$ cat config.mk
export PLATFORM = sky130hd
export DESIGN_NAME = dmux_dispatch_ctrl
export DESIGN_NICKNAME = d
export VERILOG_FILES = /design/src/rtl/dmux_dispatch_ctrl.sv
export SDC_FILE = /design/constraint.sdc
export NUM_CORES = 1
export LEC_CHECK = 0
export CORE_MARGIN = 2
export CORE_UTILIZATION = 42
export CTS_CLUSTER_SIZE = 25
export DETAILED_ROUTE_END_ITERATION = 16
export PLACE_DENSITY = 0.78
export SLEW_MARGIN = 40
export SYNTH_ARGS = -nofsm -noshare
export SYNTH_HDL_FRONTEND = slang
export SYNTH_SLANG_ARGS = --single-unit
$ cat constraint.sdc
create_clock -name clk -period 2.4 [get_ports clk]
set_clock_uncertainty 0.2 [all_clocks]
set_input_delay 0.36 -clock clk [delete_from_list [all_inputs] [get_ports clk]]
set_output_delay 0.36 -clock clk [all_outputs]
set_load 0.03 [all_outputs]
$ cat src/rtl/dmux_dispatch_ctrl.sv
// dmux_dispatch_ctrl: dispatches a valid/ready word stream into four one-entry
// channel registers, either round-robin from an internal pointer or directed
// by a destination field. Each channel is freed by its own consumer ack.
module dmux_dispatch_ctrl #(
    parameter int WIDTH = 4
) (
    input  logic             clk,
    input  logic             rst,
    input  logic             in_valid,
    input  logic [WIDTH-1:0] in_data,
    output logic             in_ready,
    input  logic             mode,
    input  logic [1:0]       in_dest,
    output logic [WIDTH-1:0] a,
    output logic [WIDTH-1:0] b,
    output logic [WIDTH-1:0] c,
    output logic [WIDTH-1:0] d,
    output logic [3:0]       out_valid,
    input  logic [3:0]       out_ack,
    output logic [1:0]       sel,
    output logic [7:0]       count
);

    logic [1:0] ptr;
    logic [1:0] rr_target;
    logic       rr_found;
    logic [1:0] rr_idx;
    logic [1:0] target;
    logic       accept;

    // Round-robin search: first free channel at ptr, ptr+1, ptr+2, ptr+3.
    // Scanning the offsets downwards lets the smallest offset win.
    always_comb begin
        rr_target = ptr;
        rr_found  = 1'b0;
        rr_idx    = ptr;
        for (int k = 3; k >= 0; k--) begin
            rr_idx = ptr + 2'(k);
            if (!out_valid[rr_idx]) begin
                rr_target = rr_idx;
                rr_found  = 1'b1;
            end
        end
    end

    // Target selection and ready depend only on registered state, mode and
    // in_dest, never on in_valid.
    always_comb begin
        if (mode) begin
            target   = in_dest;
            in_ready = ~out_valid[in_dest];
        end else begin
            target   = rr_target;
            in_ready = rr_found;
        end
        accept = in_valid & in_ready;
    end

    // Control state: full flags, last select, accept counter and pointer.
    // Acks only clear flags that are set; the target is always free, so a
    // same-cycle ack on it cannot collide with the set.
    always_ff @(posedge clk) begin
        if (rst) begin
            out_valid <= 4'b0000;
            sel       <= 2'd0;
            count     <= 8'd0;
            ptr       <= 2'd0;
        end else begin
            out_valid <= (out_valid & ~out_ack) |
                         (accept ? (4'b0001 << target) : 4'b0000);
            if (accept) begin
                sel   <= target;
                count <= count + 8'd1;
                if (!mode) begin
                    ptr <= target + 2'd1;
                end
            end
        end
    end

    // Channel holding registers: loaded on accept, untouched by ack.
    always_ff @(posedge clk) begin
        if (rst) begin
            a <= '0;
            b <= '0;
            c <= '0;
            d <= '0;
        end else if (accept) begin
            case (target)
                2'd0:    a <= in_data;
                2'd1:    b <= in_data;
                2'd2:    c <= in_data;
                default: d <= in_data;
            endcase
        end
    end

endmodule

; ---- Word-level counts from Yosys, hierarchy flattened
; Index checks and enable logic that the tools add are counted.
[totals]
word_cells = 56
output_inout_bits = 31
inputBits = 14
romBits = 0
ramBits = 0
n_memories = 0
latchBits = 0
regBits = 32
[classes]
n_addsub = 5
shifts = 1
mul = 0
div = 0
magnitude_cmp = 5
muxes = 21
n_eq_ne = 2
bitwise_logic = 7
reduce_logical = 7
[ops]
columns = operator, n
row1 = < comparator 2 x 3 -> 1 bit (second input constant), 5
row2 = binary-select mux 1 bit (select 2 bit), 5
row3 = 2-to-1 mux 1 bit, 10
row4 = 2-to-1 mux 2 bit, 5
row5 = AND reduction 2 bit, 5
row6 = adder 8 x 1 -> 8 bit (second input constant), 1
row7 = adder 2 x 1 -> 2 bit (second input constant), 2
row8 = adder 2 bit (second input constant), 2
row9 = AND 4 bit, 1
row10 = 2-to-1 mux 4 bit, 1
row11 = inverter 4 bit, 1
row12 = OR 4 bit, 1
row13 = left shift 1 x 2 -> 4 bit (first input constant), 1
row14 = inverter 1 bit, 3
row15 = OR reduction 3 bit, 1
row16 = == test 2 x 1 -> 1 bit (second input constant), 1
row17 = == test 2 bit (second input constant), 1
row18 = logical NOT 2 bit, 1
row19 = AND 1 bit, 1

; ---- Depth between registers and ports, before layout
; Gate-level depths: netlist of run 1.
[logic_depth]
depth_word = 12
depth_mapped = 8

; ---- Worst setup path after synthesis of run 1
; Ideal clock, no wire load.
[synth_timing]
kind = reg2reg
from = register out_valid[0]
to = register d[1]
arrival_time_ns = 2.138
stages_incl_launch_ff = 8
n_path_buf = 0
setup_time_ns = 0.122
path_slack_ns = -0.060
period_less_slack_ns = 2.460
cell_sequence = dfxtp_1 -> mux2_2 -> a221o_1 -> a32oi_1 -> inv_1 -> ha_1 -> and2_2 -> mux2i_1
[synth_via]
elab_chain_cells = 11
[synth_rtl]
columns = item, line
row1 = "start, declared", 18  ; output logic [3:0] out_valid,
row2 = "start signal, assigned", 69  ; out_valid <= (out_valid & ~out_ack) |
row3 = binary-select mux 1 bit (select 2 bit), 39  ; if (!out_valid[rr_idx]) begin
row4 = 2-to-1 mux 1 bit (not written as such), 39
row5 = 2-to-1 mux 2 bit (3 in series), 39
row6 = 2-to-1 mux 2 bit *, 39
row7 = 2-to-1 mux 2 bit *, 49  ; if (mode) begin
row8 = net target[1], 28  ; logic [1:0] target;
row9 = == test 2 bit (tied with other cells), 89  ; case (target)
row10 = OR reduction 3 bit (no line) *, --
row11 = inverter 1 bit (no line) *, --
row12 = AND reduction 2 bit (no line) *, --
row13 = "end signal, assigned", 93  ; default: d <= in_data;
row14 = "end, declared", 17  ; output logic [WIDTH-1:0] d,
; The timed path passes the listed nets; every way through them passes the cells marked *. The select of a mux whose other input is x is not followed.
; A chain may end at the register's enable or synchronous reset.

; ---- Worst setup path after layout of run 1
[layout_timing]
from = input port in_dest[1]
to = output port in_ready
[layout_via]
elab_chain_cells = 4
[layout_rtl]
columns = item, line
row1 = "start, declared", 13  ; input logic [1:0] in_dest,
row2 = binary-select mux 1 bit (select 2 bit), 51  ; in_ready = ~out_valid[in_dest];
row3 = 2-to-1 mux 1 bit (not written as such), 51
row4 = inverter 1 bit, 51
row5 = 2-to-1 mux 1 bit, 49
row6 = "end, declared", 11  ; output logic in_ready,
; No other way between the ends. The select of a mux whose other input is x is not followed.

==> results.json, run 1 <==
{
  "outcome": "finished, final reports clean",
  "slew_headroom_pct": 76.3,
  "pre_cts_slack_ns": -0.0727,
  "finalWirelength_mm": 3.31,
  "worst_slack_ns": 0.0788,
  "clkTransAtPathRegs_ns": 0.07,
  "start_util_pct": 43.5,
  "cts-buffers-inserted": 5,
  "avgSynthCellArea_um2": 9.82,
  "grt_max_degree": 43,
  "rr_endpoint": "c[1]",
  "powerDensity_mw_per_mm2": 604,
  "yosys_warnings": 0,
  "min_period_ns": 2.32,
  "grt-ovfl-total": 0,
  "whs_path_depth": 2,
  "core_area_mm2": 0.00366,
  "portBuffers": 44,
  "cap_viol_max_count": 0,
  "worst-setup-path-type": "in2out",
  "cp-startpoint": "in_dest[1]",
  "seqCellArea_um2": 642,
  "die_w_um": 65.6,
  "clockBufferDepth": 2,
  "critPathRequiredTime_ns": 1.84,
  "cpPeakStageDelay_ns": 0.55,
  "hold_path.class": "reg2reg",
  "rows": 22,
  "r2r.worst_path.cells": 7,
  "synth_common_cells": "dfxtp_1 (32), nand2b_1 (26), mux2i_1 (18), nor2_1 (14)",
  "holdBufCountCts": 0,
  "worstMarginPinSlew_ns": 0.354,
  "synth_seq_area_share_pct": 40.3,
  "synth_most_common_cell": "dfxtp_1",
  "synth_edf_count": 0,
  "yosys-top-cells-area": "dfxtp_1 (40%), mux2i_1 (11%), nand2b_1 (10%), ha_1 (3.9%), nor2_1 (3.3%)",
  "vdd_ir_drop_max_uv": 453,
  "syn-num-nets": 181,
  "r2r_start": "out_valid[3]",
  "endpoint_kind": "output port",
  "boundaryPins": 45,
  "power_leakage_uw": 0.000923,
  "antenna_found_initial": 0,
  "firstDrtPassIters": 4,
  "htreeDepth": 2,
  "gp_congestion": 0.847,
  "dieArea_mm2": 0.00430,
  "multiInputGateArea_um2": 898,
  "yosysTopAreaCellShare_pct": 40.3,
  "drv_slew": 0,
  "worst_ep_arrival_time_ns": 1.76,
  "drtIter0Drc": 71,
  "dp_hpwl_mm": 2.36,
  "antenna_left": 0,
  "cp_max_fo": 2,
  "ys_types": 36,
  "clock_latency_ns": 0.28,
  "path_cells": "clkdlybuf4s50_1 -> mux4_2 -> a21oi_1 -> buf_4",
  "crit_path_start_kind": "primary input",
  "tritoncts": "yes",
  "via_count": 1291,
  "cts_setup_buffers": 0,
  "setup.worst_path.end": "in_ready",
  "fmax_mhz": 431,
  "drc": 0,
  "syn_area_mm2": 0.00159,
  "cts_resized": 0,
  "synth_cells": 162,
  "nFillCells": 311,
  "yosys.area.top_type": "dfxtp_1",
  "track_usage_pct": 16.9,
  "cts_root_buf": "clkbuf_8",
  "whs_ns": 0.277,
  "grt_pass1_vias": 1190,
  "wl_per_cell_um": 12.6,
  "ys_seq_elements": 32,
  "die_h_um": 65.6,
  "synth-async-reset-ratio_pct": 0,
  "nNetsFinal": 232,
  "synth_flop_cell": "dfxtp_1",
  "final_layout_size_suffix_gt1_share_pct": 13.1,
  "cpMaxStageDelayCell": "mux4_2",
  "finalCritPeriodShare_pct": 96.7,
  "ff2ff_setup_slack_ns": 0.16,
  "rsz0062_at_grt": "no",
  "antenna_cells": 0,
  "area_growth_pct": 39.9,
  "clkSinkCount": 32,
  "hold_viol": 0,
  "vias_per_cell": 4.93,
  "grt_first_pass_wirelength_mm": 5.52,
  "setup_viol": 0
}
-- routing by layer --
metal / routed length (um) / global-route usage, % / vias to the layer above
met5: 0 / 0 / -
met4: 33 / 5.47 / 0
met3: 190 / 7.02 / 4
met2: 1460 / 25.1 / 36
met1: 1630 / 22.0 / 589
li1: - / - / 662
-- final cells by class --
class | count | area share (%)
Sequential cell | 32 | 28.8
Clock inverter | 2 | 1.57
Inverter | 2 | 0.337
Multi-Input combinational cell | 120 | 40.4
Timing Repair Buffer | 52 | 22.9
Clock buffer | 6 | 3.26
Tap cell | 48 | 2.70
-- critical path: cells and delay by family --
family / cells / cell delay (ns)
buffers and inverters: 2 / 0.68
multiplexers: 1 / 0.55
AO/OA/AOI/OAI: 1 / 0.16
-- power breakdown --
| group | switching, uW | internal, uW |
|---|---|---|
| Combinational | 136 | 129 |
| Clock | 190 | 308 |
| Sequential | 24.5 | 558 |
-- worst min-delay path by stage --
stage                   to  slack (ns)    from
global route          a[1]        0.31    a[1]
global placement      d[0]        0.26    d[0]
floorplan           ptr[0]        0.33  ptr[0]
finish                d[3]        0.28    d[3]
CTS                   b[2]        0.28    b[2]
detailed placement    b[2]        0.27    b[2]
-- state kept, by name, indices dropped and copies added (netlist names) --
signal     count
b              4
ptr            2
sel            2
a              4
out_valid      4
c              4
count          8
d              4
-- cell families after synthesis --
kind of cell / synth area share (%)
adders and majority gates: 3.93
buffers and inverters: 3.30
AOI/OAI and AO/OA: 12.4
xor gates and xnor gates: 0.550
and+or+nand+nor: 23.3
muxes: 16.3
DFF: 40.3
-- layout by cell type (no fill, tap or decap), types with 2 or more instances in the layout --
cell	synthesis	layout
o21ai_0	3	3
nand2_2	3	3
buf_4	0	8
inv_1	2	2
nand2b_1	26	26
mux2_1	4	4
mux2i_1	18	18
nor2b_1	7	7
clkbuf_8	0	5
and2_1	2	2
ha_1	5	5
a21oi_1	7	7
a211oi_1	2	2
clkdlybuf4s50_1	0	43
dfxtp_1	32	31
and3_1	2	2
nor2_1	14	14
nand4_1	5	5
nand2_1	4	4
-- through the flow --
| stage | setup TNS, ns | cell area, um2 | instances | power [uW] | utilization, % |
|---|---|---|---|---|---|
| after floorplan | 0 | 1590 | 162 | 756 | - |
| after global placement | -0.474 | 2120 | 254 | 858 | 57.9 |
| after detailed placement | -0.777 | 2120 | 254 | 859 | 57.9 |
| after CTS | 0 | 2230 | 262 | 1360 | 60.8 |
| after global routing | 0 | 2230 | 262 | 1420 | 60.8 |
| final | 0 | 2230 | 262 | 1350 | 60.8 |
(Power assumes the default switching activity.)
==> run 2, diff against run 1 <==
--- a/config.mk
+++ b/config.mk
@@ -6,10 +6,10 @@
 export NUM_CORES = 1
 export LEC_CHECK = 0
 export CORE_MARGIN = 2
-export CORE_UTILIZATION = 42
+export CORE_UTILIZATION = 35
 export CTS_CLUSTER_SIZE = 25
 export DETAILED_ROUTE_END_ITERATION = 16
-export PLACE_DENSITY = 0.78
+export PLACE_DENSITY = 0.67
 export SLEW_MARGIN = 40
 export SYNTH_ARGS = -nofsm -noshare
 export SYNTH_HDL_FRONTEND = slang
==> results.json, run 2 (same netlist as run 1, synthesis figures left out) <==
{
  "dp_hpwl_mm": 2.32,
  "r2r.worst_path.cells": 7,
  "powerDensity_mw_per_mm2": 573,
  "clkSinkCount": 32,
  "nNetsFinal": 232,
  "grt_pass1_vias": 1216,
  "setup_viol": 0,
  "finalWirelength_mm": 3.19,
  "area_growth_pct": 39.3,
  "grt_max_degree": 43,
  "cts-buffers-inserted": 5,
  "cp_max_fo": 2,
  "worstMarginPinSlew_ns": 0.315,
  "via_count": 1246,
  "track_usage_pct": 13.4,
  "gp_congestion": 0.765,
  "worst-setup-path-type": "in2out",
  "portBuffers": 44,
  "core_area_mm2": 0.00435,
  "boundaryPins": 45,
  "final_common_cell": "clkdlybuf4s50_1",
  "critPathRequiredTime_ns": 1.84,
  "antenna_found_initial": 0,
  "holdBufCountCts": 0,
  "fmax_mhz": 432,
  "start_util_pct": 36.6,
  "tritoncts": "yes",
  "final_layout_size_suffix_gt1_share_pct": 13.1,
  "cts_setup_buffers": 0,
  "antenna_left": 0,
  "rows": 24,
  "worst_ep_arrival_time_ns": 1.75,
  "antenna_cells": 0,
  "slew_headroom_pct": 79.0,
  "cts_root_buf": "clkbuf_8",
  "hold_viol": 0,
  "die_h_um": 71.4,
  "outcome": "finished, final reports clean",
  "die_w_um": 71.4,
  "drc": 0,
  "drtIter0Drc": 68,
  "clkTransAtPathRegs_ns": 0.07,
  "layout_common_cells": "clkdlybuf4s50_1 (43), dfxtp_1 (31), nand2b_1 (26)",
  "fin_area_mm2": 0.00222,
  "clock_latency_ns": 0.28,
  "cap_viol_max_count": 0,
  "endpoint_kind": "output port",
  "vdd_ir_drop_max_uv": 338,
  "whs_path_depth": 2,
  "wl_per_cell_um": 12.0,
  "clockBufferDepth": 2,
  "power_leakage_uw": 0.000912,
  "power_uw": 1270,
  "grt-ovfl-total": 0,
  "regMostFlops": "count",
  "nFillCells": 401,
  "firstDrtPassIters": 4,
  "drv_slew": 0,
  "hold_path.class": "reg2reg",
  "finalCritPeriodShare_pct": 96.4,
  "dpl_cell_area_mm2": 0.00212,
  "grt_first_pass_wirelength_mm": 5.51,
  "dieArea_mm2": 0.00510,
  "rsz0062_at_grt": "no",
  "crit_path_start_kind": "primary input",
  "htreeDepth": 2,
  "vias_per_cell": 4.68,
  "min_period_ns": 2.31,
  "largest_register_ff_count": 8,
  "cts_resized": 0
}
[run 2: cell types whose count changed in the layout (fill, tap and decap cells not counted), sizes merged]
| cell | change |
|---|---|
| bufinv | -1 |
| clkbuf | +1 |
| clkinv | -1 |
| clkinvlp | +1 |
[run 2: path summary, 6_finish.rpt]
check / startpoint / to / slack (ns)
setup / recovery: in_dest[1] / in_ready / 0.09
hold / removal: b[1] / b[1] / 0.28
setup reg to reg: out_valid[3] / c[1] / 0.18
hold reg to reg: b[1] / b[1] / 0.28
[run 2: cell type report]
class | instances | area (um2) | share of cell area, %
clock buffer | 7 | 86.3 | 3.89
sequential | 32 | 642 | 29.0
multi-input combinational | 120 | 898 | 40.5
inverter | 2 | 7.51 | 0.339
clock inverter | 1 | 7.51 | 0.339
timing repair buffer | 52 | 510 | 23.0
tap | 52 | 65.1 | 2.93
[run 2: metrics by stage]
step,utilization [%],hold slack (ns),TNS (ns),std cells,worst slack (ns)
floorplan,-,0.333,0,162,0.0772
global placement,48.8,0.266,-0.570,258,-0.0487
detailed placement,48.8,0.268,-0.875,258,-0.0667
CTS,50.9,0.284,0,266,0.0801
global route,50.9,0.308,0,266,0.0366
finish,50.9,0.278,0,266,0.0871
[run 2: worst max-delay path, cell delays in order]
cell	delay, ns
clkdlybuf4s50_1	0.51
mux4_2	0.55
a21oi_1	0.16
buf_4	0.17
[run 2: power by group]
part | switching (uW) | internal, uW
sequential | 22.7 | 558
clock | 193 | 233
combinational | 135 | 129
total | 351 | 920
[run 2: routing by layer]
layer  GRT usage (%)  vias to the layer above  routed length [um]  share of wire [%]
met4            3.14                        0                  17               0.53
met1            18.9                      549                1630                 51
met5               0                        -                   0                  0
li1                -                      663                   -                  -
met3            4.64                        2                 167                5.2
met2            19.7                       32                1380                 43
==> run 3, diff against run 2 <==
--- a/config.mk
+++ b/config.mk
@@ -5,7 +5,7 @@
 export SDC_FILE = /design/constraint.sdc
 export NUM_CORES = 1
 export LEC_CHECK = 0
-export CORE_MARGIN = 2
+export CORE_MARGIN = 4
 export CORE_UTILIZATION = 35
 export CTS_CLUSTER_SIZE = 25
 export DETAILED_ROUTE_END_ITERATION = 16
==> constraint.sdc (replaced) <==
create_clock -name clk -period 1.87 [get_ports clk]
set_clock_uncertainty 0.2 [all_clocks]
set_input_delay 0.2805 -clock clk [delete_from_list [all_inputs] [get_ports clk]]
set_output_delay 0.2805 -clock clk [all_outputs]
set_load 0.03 [all_outputs]
==> results.json, run 3 (same netlist as run 1, synthesis figures left out) <==
{
  "outcome": "finished, violations left",
  "violations": "setup timing",
  "cts_root_buf": "clkbuf_8",
  "dp_cells": 272,
  "critPathRequiredTime_ns": 1.83,
  "cts-buffers-inserted": 5,
  "antenna_cells": 0,
  "dpl_cell_area_mm2": 0.00233,
  "area_growth_pct": 66.7,
  "vias_per_cell": 5.09,
  "hold_path.class": "reg2reg",
  "grt_max_degree": 43,
  "tritoncts": "yes",
  "drtIter0Drc": 76,
  "hold_viol": 0,
  "boundaryPins": 45,
  "die_h_um": 75.4,
  "portBuffers": 44,
  "powerDensity_mw_per_mm2": 670,
  "slew_headroom_pct": 77.6,
  "gp_congestion": 0.806,
  "grt_first_pass_wirelength_mm": 6.64,
  "dieArea_mm2": 0.00569,
  "stdcell_count": 291,
  "holdBufCountCts": 0,
  "worstMarginPinSlew_ns": 0.335,
  "grt_pass1_vias": 1420,
  "crit_path_start_kind": "register",
  "drc": 0,
  "grt-ovfl-total": 0,
  "fin_area_mm2": 0.00265,
  "final_layout_size_suffix_gt1_share_pct": 31.4,
  "final_common_cell": "clkdlybuf4s50_1",
  "antenna_found_initial": 0,
  "start_util_pct": 36.3,
  "path_cells": "mux2_4 -> a221o_1 -> a32oi_4 -> inv_2 -> ha_4 -> and2_4 -> mux2i_1",
  "core_area_mm2": 0.00438,
  "seq_power_share_pct": 42.0,
  "wl_per_cell_um": 14.9,
  "rows": 24,
  "cp_max_fo": 4,
  "firstDrtPassIters": 4,
  "cpPeakStageDelay_ns": 0.37,
  "antenna_left": 0,
  "clkTransAtPathRegs_ns": 0.06,
  "nNetsFinal": 257,
  "switching_share_pct": 28.3,
  "power_uw": 1780,
  "htreeDepth": 2,
  "cpMaxStageDelayCell": "dfxtp_4",
  "clock_latency_ns": 0.27,
  "multiInputGateArea_mm2": 0.00106,
  "cap_viol_max_count": 0,
  "die_w_um": 75.4,
  "p_sw_uw": 502,
  "power_leakage_uw": 0.00117,
  "finalWirelength_mm": 4.35,
  "worst-setup-path-type": "reg2reg",
  "endpoint_kind": "register",
  "via_count": 1482,
  "nFillCells": 361,
  "regMostFlops": "count",
  "clkSinkCount": 32,
  "fmax_mhz": 468,
  "finalCritPeriodShare_pct": 114,
  "p_comb_share_pct": 27.9,
  "drv_slew": 0,
  "power_frac_clock_pct": 30.1,
  "setup_viol": 32,
  "seqCellArea_um2": 653,
  "track_usage_pct": 15.4,
  "rsz0062_at_grt": "yes",
  "clockBufferDepth": 2,
  "vdd_ir_drop_max_uv": 537,
  "layout_common_cells": "clkdlybuf4s50_1 (33), dfxtp_1 (28), nand2b_1 (26)",
  "p_int_uw": 1270,
  "dp_hpwl_mm": 3.00,
  "whs_ns": 0.278,
  "largest_register_ff_count": 8,
  "min_period_ns": 2.14,
  "worst_slack_ns": -0.268,
  "worst_ep_arrival_time_ns": 2.10
}
-- run 3: power groups by stage --
stage                     Clock, uW  Sequential, uW  Combinational (uW)
after global placement            0             757                 403
final                           534             746                 497
after CTS                       549             745                 464
after detailed placement          0             760                 414
after floorplan                   0             815                 178
after global routing            569             751                 528
-- run 3: routing by layer --
layer / up-vias / global-route usage (%) / wire (um)
met1: 708 / 18.3 / 1880
met3: 6 / 4.35 / 263
li1: 717 / - / -
met5: - / 0 / 0
met2: 51 / 26.7 / 2150
met4: 0 / 5.05 / 52
-- run 3: path summary, 6_finish.rpt --
path	to	slack, ns	from	depth (start not counted)
max	d[1]	-0.27	out_valid[0]	7
min	d[3]	0.28	d[3]	2
max reg2reg	d[1]	-0.27	out_valid[0]	7
min reg2reg	d[3]	0.28	d[3]	2
-- run 3: critical path: cells and delay by family, from the launching register on --
family          cells  cell delay, ns
compound gates      2            0.60
fa+ha+maj           1            0.19
buf+inv             1            0.11
flops               1            0.37
mux                 2            0.41
simple gates        1            0.15
-- run 3: layout make-up --
type / count / area share, %
Multi-Input combinational cell: 120 / 40.0
Inverter: 2 / 0.283
Timing Repair Buffer: 77 / 29.3
Clock buffer: 8 / 3.40
Sequential cell: 32 / 24.6
Tap cell: 52 / 2.45
-- run 3: what timing repair did --
item                       in CTS  in global routing
setup buffers                   6                  4
pin swaps                       8                  1
cloned                          0                  1
setup endpoints to repair      39                 34
gates resized for setup        25                 16
-- run 3: through the flow --
stage | setup slack, ns | setup TNS [ns] | util (%)
final | -0.268 | -6.32 | 60.5
after global routing | -0.367 | -8.93 | 60.5
after CTS | -0.250 | -5.72 | 58.1
after detailed placement | -0.555 | -14.18 | 53.1
after global placement | -0.528 | -13.32 | 53.1
after floorplan | -0.288 | -6.69 | -
